File: src/rtl/ucsbece154b_perf_pkg.sv
// Shared types and constants for the superscalar performance monitor.
package ucsbece154b_perf_pkg;

    typedef enum logic [1:0] {
        IDLE   = 2'd0,
        RUN    = 2'd1,
        HALTED = 2'd2
    } perf_state_e;

    localparam logic [2:0] SEL_CYC      = 3'd0;
    localparam logic [2:0] SEL_INSTR    = 3'd1;
    localparam logic [2:0] SEL_BRANCH   = 3'd2;
    localparam logic [2:0] SEL_BR_MISS  = 3'd3;
    localparam logic [2:0] SEL_JUMP     = 3'd4;
    localparam logic [2:0] SEL_JMP_MISS = 3'd5;
    localparam logic [2:0] SEL_BUBBLE   = 3'd6;
    localparam logic [2:0] SEL_STATUS   = 3'd7;

    localparam logic [31:0] NOP_ENC = 32'h0000_0013;

    // Lane masks are zero-extended to 4 bits, the widest supported issue width.
    function automatic logic [2:0] popcount(input logic [3:0] v);
        return 3'(v[0]) + 3'(v[1]) + 3'(v[2]) + 3'(v[3]);
    endfunction

endpackage

File: src/rtl/ucsbece154b_sat_counter.sv
// Saturating up-counter; sat pulses in any enabled cycle whose sum would wrap.
module ucsbece154b_sat_counter #(
    parameter int unsigned W     = 32,
    parameter int unsigned INC_W = 2
) (
    input  logic             clk,
    input  logic             reset,
    input  logic             clr,
    input  logic             en,
    input  logic [INC_W-1:0] inc,
    output logic [W-1:0]     q,
    output logic             sat
);

    logic [W-1:0] r_q;
    logic [W:0]   w_sum;

    assign w_sum = {1'b0, r_q} + (W+1)'(inc);
    assign sat   = en & w_sum[W];
    assign q     = r_q;

    always_ff @(posedge clk or negedge reset) begin
        if (!reset) begin
            r_q <= '0;
        end else if (clr) begin
            r_q <= '0;
        end else if (en) begin
            r_q <= w_sum[W] ? '1 : w_sum[W-1:0];
        end
    end

endmodule

File: src/rtl/ucsbece154b_perf_monitor.sv
// Per-lane event counters, NOP self-loop halt detector and counter read mux
// for the N-lane superscalar core.
module ucsbece154b_perf_monitor
    import ucsbece154b_perf_pkg::*;
#(
    parameter int unsigned LANES      = 2,
    parameter int unsigned CNT_W      = 32,
    parameter int unsigned IDLE_LIMIT = 2,
    parameter logic [31:0] NOP_INSN   = NOP_ENC
) (
    input  logic                clk,
    input  logic                reset,
    input  logic                enable_i,
    input  logic                clear_i,
    input  logic [LANES-1:0]    issue_valid_i,
    input  logic [LANES-1:0]    br_i,
    input  logic [LANES-1:0]    br_miss_i,
    input  logic [LANES-1:0]    jmp_i,
    input  logic [LANES-1:0]    jmp_miss_i,
    input  logic [32*LANES-1:0] pcf_i,
    input  logic [32*LANES-1:0] instrf_i,
    input  logic [2:0]          rd_sel_i,
    output logic [CNT_W-1:0]    rd_data_o,
    output logic                running_o,
    output logic                done_o,
    output logic                overflow_o
);

    localparam int unsigned INC_W  = $clog2(LANES + 1);
    localparam int unsigned IDLE_W = $clog2(IDLE_LIMIT + 1);
    localparam int unsigned STAT_W = 3 + IDLE_W;

    perf_state_e         r_state;
    logic [32*LANES-1:0] r_prev_pc;
    logic                r_prev_valid;
    logic [IDLE_W-1:0]   r_idle_cnt;
    logic                r_overflow;

    logic                w_cnt_en;
    logic [INC_W-1:0]    w_inc [7];
    logic [CNT_W-1:0]    w_cnt [7];
    logic [6:0]          w_sat;
    logic [LANES-1:0]    w_lane_idle;
    logic                w_all_idle;
    logic [IDLE_W-1:0]   w_idle_nxt;
    logic                w_halt;
    logic [STAT_W-1:0]   w_status;
    logic [CNT_W-1:0]    w_rd;

    assign w_cnt_en = (r_state == RUN) && !clear_i;

    assign w_inc[0] = INC_W'(1);
    assign w_inc[1] = INC_W'(popcount(4'(issue_valid_i)));
    assign w_inc[2] = INC_W'(popcount(4'(br_i)));
    assign w_inc[3] = INC_W'(popcount(4'(br_i & br_miss_i)));
    assign w_inc[4] = INC_W'(popcount(4'(jmp_i)));
    assign w_inc[5] = INC_W'(popcount(4'(jmp_i & jmp_miss_i)));
    assign w_inc[6] = INC_W'(issue_valid_i == '0);

    for (genvar i = 0; i < 7; i++) begin : g_cnt
        ucsbece154b_sat_counter #(
            .W     (CNT_W),
            .INC_W (INC_W)
        ) u_cnt (
            .clk   (clk),
            .reset (reset),
            .clr   (clear_i),
            .en    (w_cnt_en),
            .inc   (w_inc[i]),
            .q     (w_cnt[i]),
            .sat   (w_sat[i])
        );
    end

    for (genvar k = 0; k < LANES; k++) begin : g_lane
        assign w_lane_idle[k] = (pcf_i[32*k +: 32] == r_prev_pc[32*k +: 32]) &&
                                (instrf_i[32*k +: 32] == NOP_INSN);
    end

    assign w_all_idle = r_prev_valid && (&w_lane_idle);
    assign w_idle_nxt = r_idle_cnt + IDLE_W'(1);
    assign w_halt     = w_all_idle && (w_idle_nxt == IDLE_W'(IDLE_LIMIT));

    always_ff @(posedge clk or negedge reset) begin
        if (!reset) begin
            r_state      <= IDLE;
            r_prev_pc    <= '0;
            r_prev_valid <= 1'b0;
            r_idle_cnt   <= '0;
            r_overflow   <= 1'b0;
        end else if (clear_i) begin
            r_state      <= IDLE;
            r_prev_valid <= 1'b0;
            r_idle_cnt   <= '0;
            r_overflow   <= 1'b0;
        end else begin
            if (|w_sat) begin
                r_overflow <= 1'b1;
            end
            case (r_state)
                IDLE: begin
                    if (enable_i) begin
                        r_state <= RUN;
                    end
                end
                RUN: begin
                    r_prev_pc  <= pcf_i;
                    r_idle_cnt <= w_all_idle ? w_idle_nxt : '0;
                    // Leaving RUN drops prev_valid so stale PCs never count as a self-loop.
                    if (w_halt) begin
                        r_state      <= HALTED;
                        r_prev_valid <= 1'b0;
                    end else if (!enable_i) begin
                        r_state      <= IDLE;
                        r_prev_valid <= 1'b0;
                    end else begin
                        r_prev_valid <= 1'b1;
                    end
                end
                HALTED: r_state <= HALTED;
                default: r_state <= IDLE;
            endcase
        end
    end

    assign w_status = {r_state, r_overflow, r_idle_cnt};

    always_comb begin
        w_rd = '0;
        case (rd_sel_i)
            SEL_CYC:      w_rd = w_cnt[0];
            SEL_INSTR:    w_rd = w_cnt[1];
            SEL_BRANCH:   w_rd = w_cnt[2];
            SEL_BR_MISS:  w_rd = w_cnt[3];
            SEL_JUMP:     w_rd = w_cnt[4];
            SEL_JMP_MISS: w_rd = w_cnt[5];
            SEL_BUBBLE:   w_rd = w_cnt[6];
            SEL_STATUS:   w_rd = CNT_W'(w_status);
            default:      w_rd = '0;
        endcase
    end

    assign rd_data_o  = w_rd;
    assign running_o  = (r_state == RUN);
    assign done_o     = (r_state == HALTED);
    assign overflow_o = r_overflow;

endmodule

File: config.mk
export PLATFORM = sky130hd
export DESIGN_NAME = ucsbece154b_perf_monitor
export DESIGN_NICKNAME = d
export VERILOG_FILES = /design/src/rtl/ucsbece154b_perf_pkg.sv /design/src/rtl/ucsbece154b_sat_counter.sv /design/src/rtl/ucsbece154b_perf_monitor.sv
export SDC_FILE = /design/constraint.sdc
export NUM_CORES = 1
export LEC_CHECK = 0
export CAP_MARGIN = 15
export CELL_PAD_IN_SITES_DETAIL_PLACEMENT = 0
export CELL_PAD_IN_SITES_GLOBAL_PLACEMENT = 2
export CORE_MARGIN = 2
export CORE_UTILIZATION = 36
export CTS_CLUSTER_SIZE = 14
export DETAILED_ROUTE_END_ITERATION = 8
export PLACE_DENSITY = 0.89
export SYNTH_ARGS = -nofsm -noshare
export SYNTH_HDL_FRONTEND = slang
export SYNTH_SLANG_ARGS = --single-unit
File: constraint.sdc
create_clock -name clk -period 3.1 [get_ports clk]
set_input_delay 0.62 -clock clk [delete_from_list [all_inputs] [get_ports clk]]
set_output_delay 0.62 -clock clk [all_outputs]
set_load 0.01 [all_outputs]
* After elaboration in Yosys (flattened, before gate mapping)
Cells that the tools add are included.
** Word-level totals
- Bits of input ports :: 145
- Flip-flop bits (word level) :: 294
** Operators by class
- Bitwise gates (word level) :: 10
- Reduce and logical (&&, ||, !) cells :: 16
- Eq/ne operators :: 16
- Add/subtract/negate cells :: 17
- Muxes and demuxes :: 36
** Operator list (number)
- 32-bit two-way mux :: 21
- 32-bit one-hot mux with 8 select lines :: 1
- 32-bit by 2-bit adder with 33-bit output :: 5
- 32-bit equality test :: 2
- 32-bit by 5-bit equality test with 1-bit output (second input constant) :: 2
- 32-bit by 1-bit adder with 33-bit output :: 1
- 32-bit by 1-bit adder with 33-bit output (second input constant) :: 1
- 2-bit two-way mux :: 7
- 3-bit equality test (second input constant) :: 4
- 1-bit by 1-bit adder with 2-bit output :: 5
- 2-bit by 1-bit adder with 2-bit output (second input constant) :: 5
- 1-bit bitwise AND :: 7
- 7-bit OR reduction :: 1
- 3-bit by 2-bit equality test with 1-bit output (second input constant) :: 2
- 1-bit two-way mux :: 6
- 2-bit one-hot mux with 3 select lines :: 1
- 2-bit AND reduction :: 3
- 2-bit nonzero test :: 3
- 1-bit logical AND :: 5
- 2-bit bitwise AND :: 2
- 2-bit equality test (second input constant) :: 2
- 2-bit logical NOT :: 2
- 4-bit by 3-bit inequality test with 1-bit output (second input constant) :: 1
- 3-bit by 1-bit equality test with 1-bit output (second input constant) :: 1
- other kinds (5) :: 5

* Logic depth before layout (Yosys ltp)
- Depth in word-level cells :: 9
- Mapped depth :: 13
- Depth with buffers taken out :: 11

* Modules after synthesis
Synthesis repeated with hierarchy kept, for this count alone.
** Unflattened totals
- Cells, all modules :: 2245
- Area, all modules :: 19780.2 µm²
** By module, submodules not included
- ucsbece154b_sat_counter (g_cnt[0].u_cnt ...) :: sequential area each 800.8 µm², cells an instance 227, area each 2019.4 µm², instances 6
- ucsbece154b_perf_monitor :: sequential area each 1751.7 µm², cells an instance 672, area each 5706.7 µm², instances 1
- ucsbece154b_sat_counter (g_cnt[6].u_cnt) :: sequential area each 800.8 µm², cells an instance 211, area each 1956.9 µm², instances 1

* Worst setup path before layout
Ideal clock, no wire load.
- Path type :: input to register
- Start point :: in br_miss_i[0]
- End point :: reg g_cnt[3].u_cnt.r_q[26]
- Stages on the path :: 11
- Setup time :: 132 ps
- Arrival :: 2909 ps
- Path slack :: 60 ps
- Cell sequence :: and2_1 ha_1 ha_1 inv_1 fa_1 nor4_1 and3_1 clkbuf_1 nand4_1 mux2i_1 nor2_1
** Between the ends
- Longest elaborated chain between the ends :: 8
** RTL lines
- start: declaration :: line ucsbece154b_perf_monitor.sv:17 : input logic [LANES-1:0] br_miss_i,
- 2-bit bitwise AND :: line ucsbece154b_perf_monitor.sv:55 : assign w_inc[3] = INC_W'(popcount(4'(br_i & br_miss_i)));
- 1-bit by 1-bit adder with 2-bit output :: line ucsbece154b_perf_pkg.sv:23 : return 3'(v[0]) + 3'(v[1]) + 3'(v[2]) + 3'(v[3]);
- 2-bit by 1-bit adder with 2-bit output (2 in a row) :: line ucsbece154b_perf_pkg.sv:23
- 32-bit by 2-bit adder with 33-bit output :: line ucsbece154b_sat_counter.sv:18 : assign w_sum = {1'b0, r_q} + (W+1)'(inc);
- 32-bit two-way mux :: line ucsbece154b_sat_counter.sv:28 : r_q <= w_sum[W] ? '1 : w_sum[W-1:0];
- 32-bit two-way mux :: line ucsbece154b_sat_counter.sv:27 : end else if (en) begin
- 32-bit two-way mux :: line ucsbece154b_sat_counter.sv:25 : end else if (clr) begin
- end signal: assignment :: line ucsbece154b_sat_counter.sv:28
- end: declaration :: line ucsbece154b_sat_counter.sv:15 : logic [W-1:0] r_q;
No other way between the ends. The select of a mux whose other input is x is not followed.
A chain may end at the register's enable or synchronous reset.

* Worst setup path after layout
- Start point :: in rd_sel_i[2]
- End point :: out rd_data_o[21]
** Between the ends
- Longest elaborated chain between the ends :: 2
- Elaborated cells between the ends (all ways) :: 9
- Those cells by class :: 7 x eq/ne; 1 x mux; 1 x reduce/logical
** RTL lines
- start: declaration :: line ucsbece154b_perf_monitor.sv:22 : input logic [2:0] rd_sel_i,
- 3-bit equality test, or another cell as far along :: line ucsbece154b_perf_monitor.sv:130 : case (rd_sel_i)
- 32-bit one-hot mux with 8 select lines (*) :: line ucsbece154b_perf_monitor.sv:130
- end: declaration :: line ucsbece154b_perf_monitor.sv:23 : output logic [CNT_W-1:0] rd_data_o,
Every way passes the cells marked *; elsewhere a longest branch is shown, timed or not.

==> run_results.csv <==
group,metric,value,unit
status,status,"finished clean",
logic_synthesis,synth_nets,2180,
clocking,cts.clk_slew.worst_paths,0.06,ns
die,row_count,81,
pwr,irDropWorstVdd,0.3391,mV
placed_design,hpwl,47.25,mm
worst_setup_path,worstPathRequired,2.48,ns
logic_synthesis,yosys_warnings,0,
worst_hold_path,min_path_type,"input pin to asynchronous set/reset pin",
pwr,p_leak,9.410,nW
sta,setup_viol,0,
clocking,clock_path_buffers,3,
logic_synthesis,syn_inst,2017,
sta,max_slew_margin,0.4663,
finish,drive_above_1_share,0.1652,
placed_design,dp.cells,2923,
sta,finalCritPeriodShare,0.9915,
clocking,clock-sinks,294,
pwr,powerDensity,458.3,nW/um2
die,start_util,0.3639,
logic_synthesis,ys_ff_latch,294,
detailed_routing,totalWireLength,63.55,mm
sta,tns,0,ns
detailed_routing,vias_per_cell,5.824,
worst_setup_path,setup.worst_path.start_class,"input pin",
finish,fin_cells,2995,
die,ios,180,
detailed_routing,first_pass_iters,5,
clocking,cts_root_buffer,"clkbuf_16",
global_routing,grt_pass1_vias,16950,
worst_setup_path,crit_arrival,2.45,ns
clocking,cts_tree,"done",
worst_setup_path,end_kind,"output port",
sta,final_max_slew_viol_count,0,
logic_synthesis,synth_edf_count,0,
placed_design,gp_congestion,0.9105,
detailed_routing,vias,17442,
placed_design,place_area,21430,um2
detailed_routing,drc,0,
global_routing,grt_max_degree,134,
logic_synthesis,seq_area_frac_synth,0.4147,
logic_synthesis,synth_area_leader_cell,"dfrtp_1",
global_routing,grt.total_usage,0.2500,
global_routing,grt_pass1_wl,98.57,mm
global_routing,overflow,0,
finish,final_util,0.4707,
logic_synthesis,yosys_most_used_dff,"dfrtp_1",
clocking,h-tree-depth,2,
sta,max_freq,325.3,MHz
finish,diodes,0,
placed_design,portBuffers,179,
global_routing,antenna_found_initial,1,
die,coreArea,48750,um2
sta,rsz0062_at_grt,"true",
finish,layout_common_cells,"dfrtp_1 (288), nor2_1 (222), buf_4 (191)",
flow_run,cap_violations,0,
die,die_area,51070,um2
die,die_h,226.0,um
finish,n_fill_cell,4691,
worst_setup_path,worstSetupPathType,"input pin to output port",
finish,final_common_cell,"dfrtp_1",
die,die_width,226.0,um
worst_setup_path,cp_max_fo,31,
logic_synthesis,netlist_area,17740,um2
detailed_routing,ant_nets,0,
finish,synthToLayoutAreaGrowth,29.35,%
finish,nNetsFinal,2468,
finish,finish.instance_area,22950,um2
sta,hold_viol_final,0,
logic_synthesis,netlist_top_cells_area,"dfrtp_1 (41%), a21oi_1 (4.8%), nor2_1 (4.7%), mux2_2 (4.1%), mux2i_1 (3.7%)",
sta,skew,0.01427,ns
logic_synthesis,avgSynthCellArea,8.795,um2
sta,fin_crit,3.074,ns
detailed_routing,wire_per_inst,21.22,um
sta,worst_pin_slew,0.8005,ns
clocking,cts_buffers,37,
clocking,clock_latency,0.57,ns
detailed_routing,drt_iter0_drc,1264,
logic_synthesis,synth.top_cell.area_share,0.4147,
sta,holdWs,0.02980,ns
logic_synthesis,ys_types,71,
clocking,cts_hold_buf,0,
logic_synthesis,async_flop_share,1.000,
sequential cells by signal, summed over array words and instances (netlist names):
| register | flops |
|---|---|
| r_prev_pc | 64 |
| r_state | 2 |
| r_idle_cnt | 2 |
| overflow_o | 1 |
| r_prev_valid | 1 |
| g_cnt.u_cnt.q | 224 |
path summary, 6_finish.rpt:
path / from / endpoint / slack, ns / depth (start not counted)
max: rd_sel_i[2] / rd_data_o[21] / 0.03 / 7
min: reset / g_cnt[1].u_cnt.q[4] / 0.03 / 1
max reg2reg: g_cnt[4].u_cnt.q[0] / g_cnt[4].u_cnt.q[9] / 0.41 / 12
min reg2reg: r_prev_pc[33] / r_prev_pc[33] / 0.50 / 1
max in group asynchronous: reset / g_cnt[5].u_cnt.q[27] / 2.14 / 2
min in group clk: clear_i / g_cnt[4].u_cnt.q[26] / 0.47 / 2
report_power, final:
part           leakage [nW]  total [mW]  switching [mW]  internal (mW)
sequential             3.95        4.23           0.165           4.07
combinational          4.80        1.43           0.700          0.734
clock                 0.663        4.85            1.82           3.02
area by class of cell:
class                   instances  area (um2)  area share
clock buffers                  52        1082     0.04717
clock inverters                13       262.8     0.01145
well taps                     664       830.8     0.03621
repair buffers                381        3462      0.1509
flip-flops and latches        294        7365      0.3210
inverters                      72       271.5     0.01183
multi-input cells            1519        9672      0.4215
stage by stage:
stage	power (mW)	setup slack, ns
after detailed placement	5.739	-0.4845
final	10.52	0.02638
after global routing	10.89	-0.0008287
after CTS	10.60	0.009142
after global placement	5.699	-0.4895
after floorplan	5.007	0.05952
synthesized netlist by cell type, types with 13 or more instances:
| cell type | instances |
|---|---|
| mux2i_1 | 65 |
| xnor2_1 | 38 |
| o221a_2 | 16 |
| a211oi_1 | 45 |
| nor4_1 | 31 |
| nand2b_1 | 23 |
| ha_1 | 13 |
| nor2_1 | 224 |
| nor3_1 | 83 |
| nor2b_1 | 19 |
| dfrtp_1 | 294 |
| and4_1 | 23 |
| a311oi_1 | 52 |
| a21oi_1 | 169 |
| inv_1 | 70 |
| o211ai_1 | 14 |
| o21ai_0 | 83 |
| and3_1 | 56 |
| o22ai_1 | 16 |
| clkbuf_1 | 107 |
| a31oi_1 | 38 |
| nand4_1 | 53 |
| nand3_1 | 120 |
| nand2_1 | 119 |
| mux2_2 | 64 |
| a41oi_1 | 14 |
| and2_1 | 23 |
cells by family (layout without fill, tap and decap cells):
| group | Yosys count | after routing | share of synthesized area |
|---|---|---|---|
| mux | 133 | 133 | 0.08238 |
| flops | 294 | 294 | 0.4147 |
| buf+inv | 204 | 518 | 0.04500 |
| simple gates | 811 | 811 | 0.2303 |
| compound gates | 514 | 514 | 0.1916 |
| fa+ha+maj | 18 | 18 | 0.01481 |
| xor+xnor | 43 | 43 | 0.02123 |
critical path: stages:
cell and delay (ns):
buf_4 0.17, buf_12 0.23, mux2i_1 0.40, a21oi_1 0.12, buf_4 0.17, o221a_2 0.24
clkdlybuf4s50_1 0.48
metal layers:
metal,GRT usage,part of all wire,up-vias
li1,-,-,8109
met1,0.3473,0.44,8558
met2,0.3882,0.45,645
met3,0.04137,0.073,128
met4,0.09848,0.038,2
met5,0,0.00014,-
timing repair:
action | CTS | global route
endpoints found under the setup margin | 5 | 36
hold endpoints to repair | 0 | 0
resized for setup | 9 | 28
pin swaps | 2 | 3
buffers inserted | 2 | 5
No activity file was read; power rests on OpenSTA's default activity.
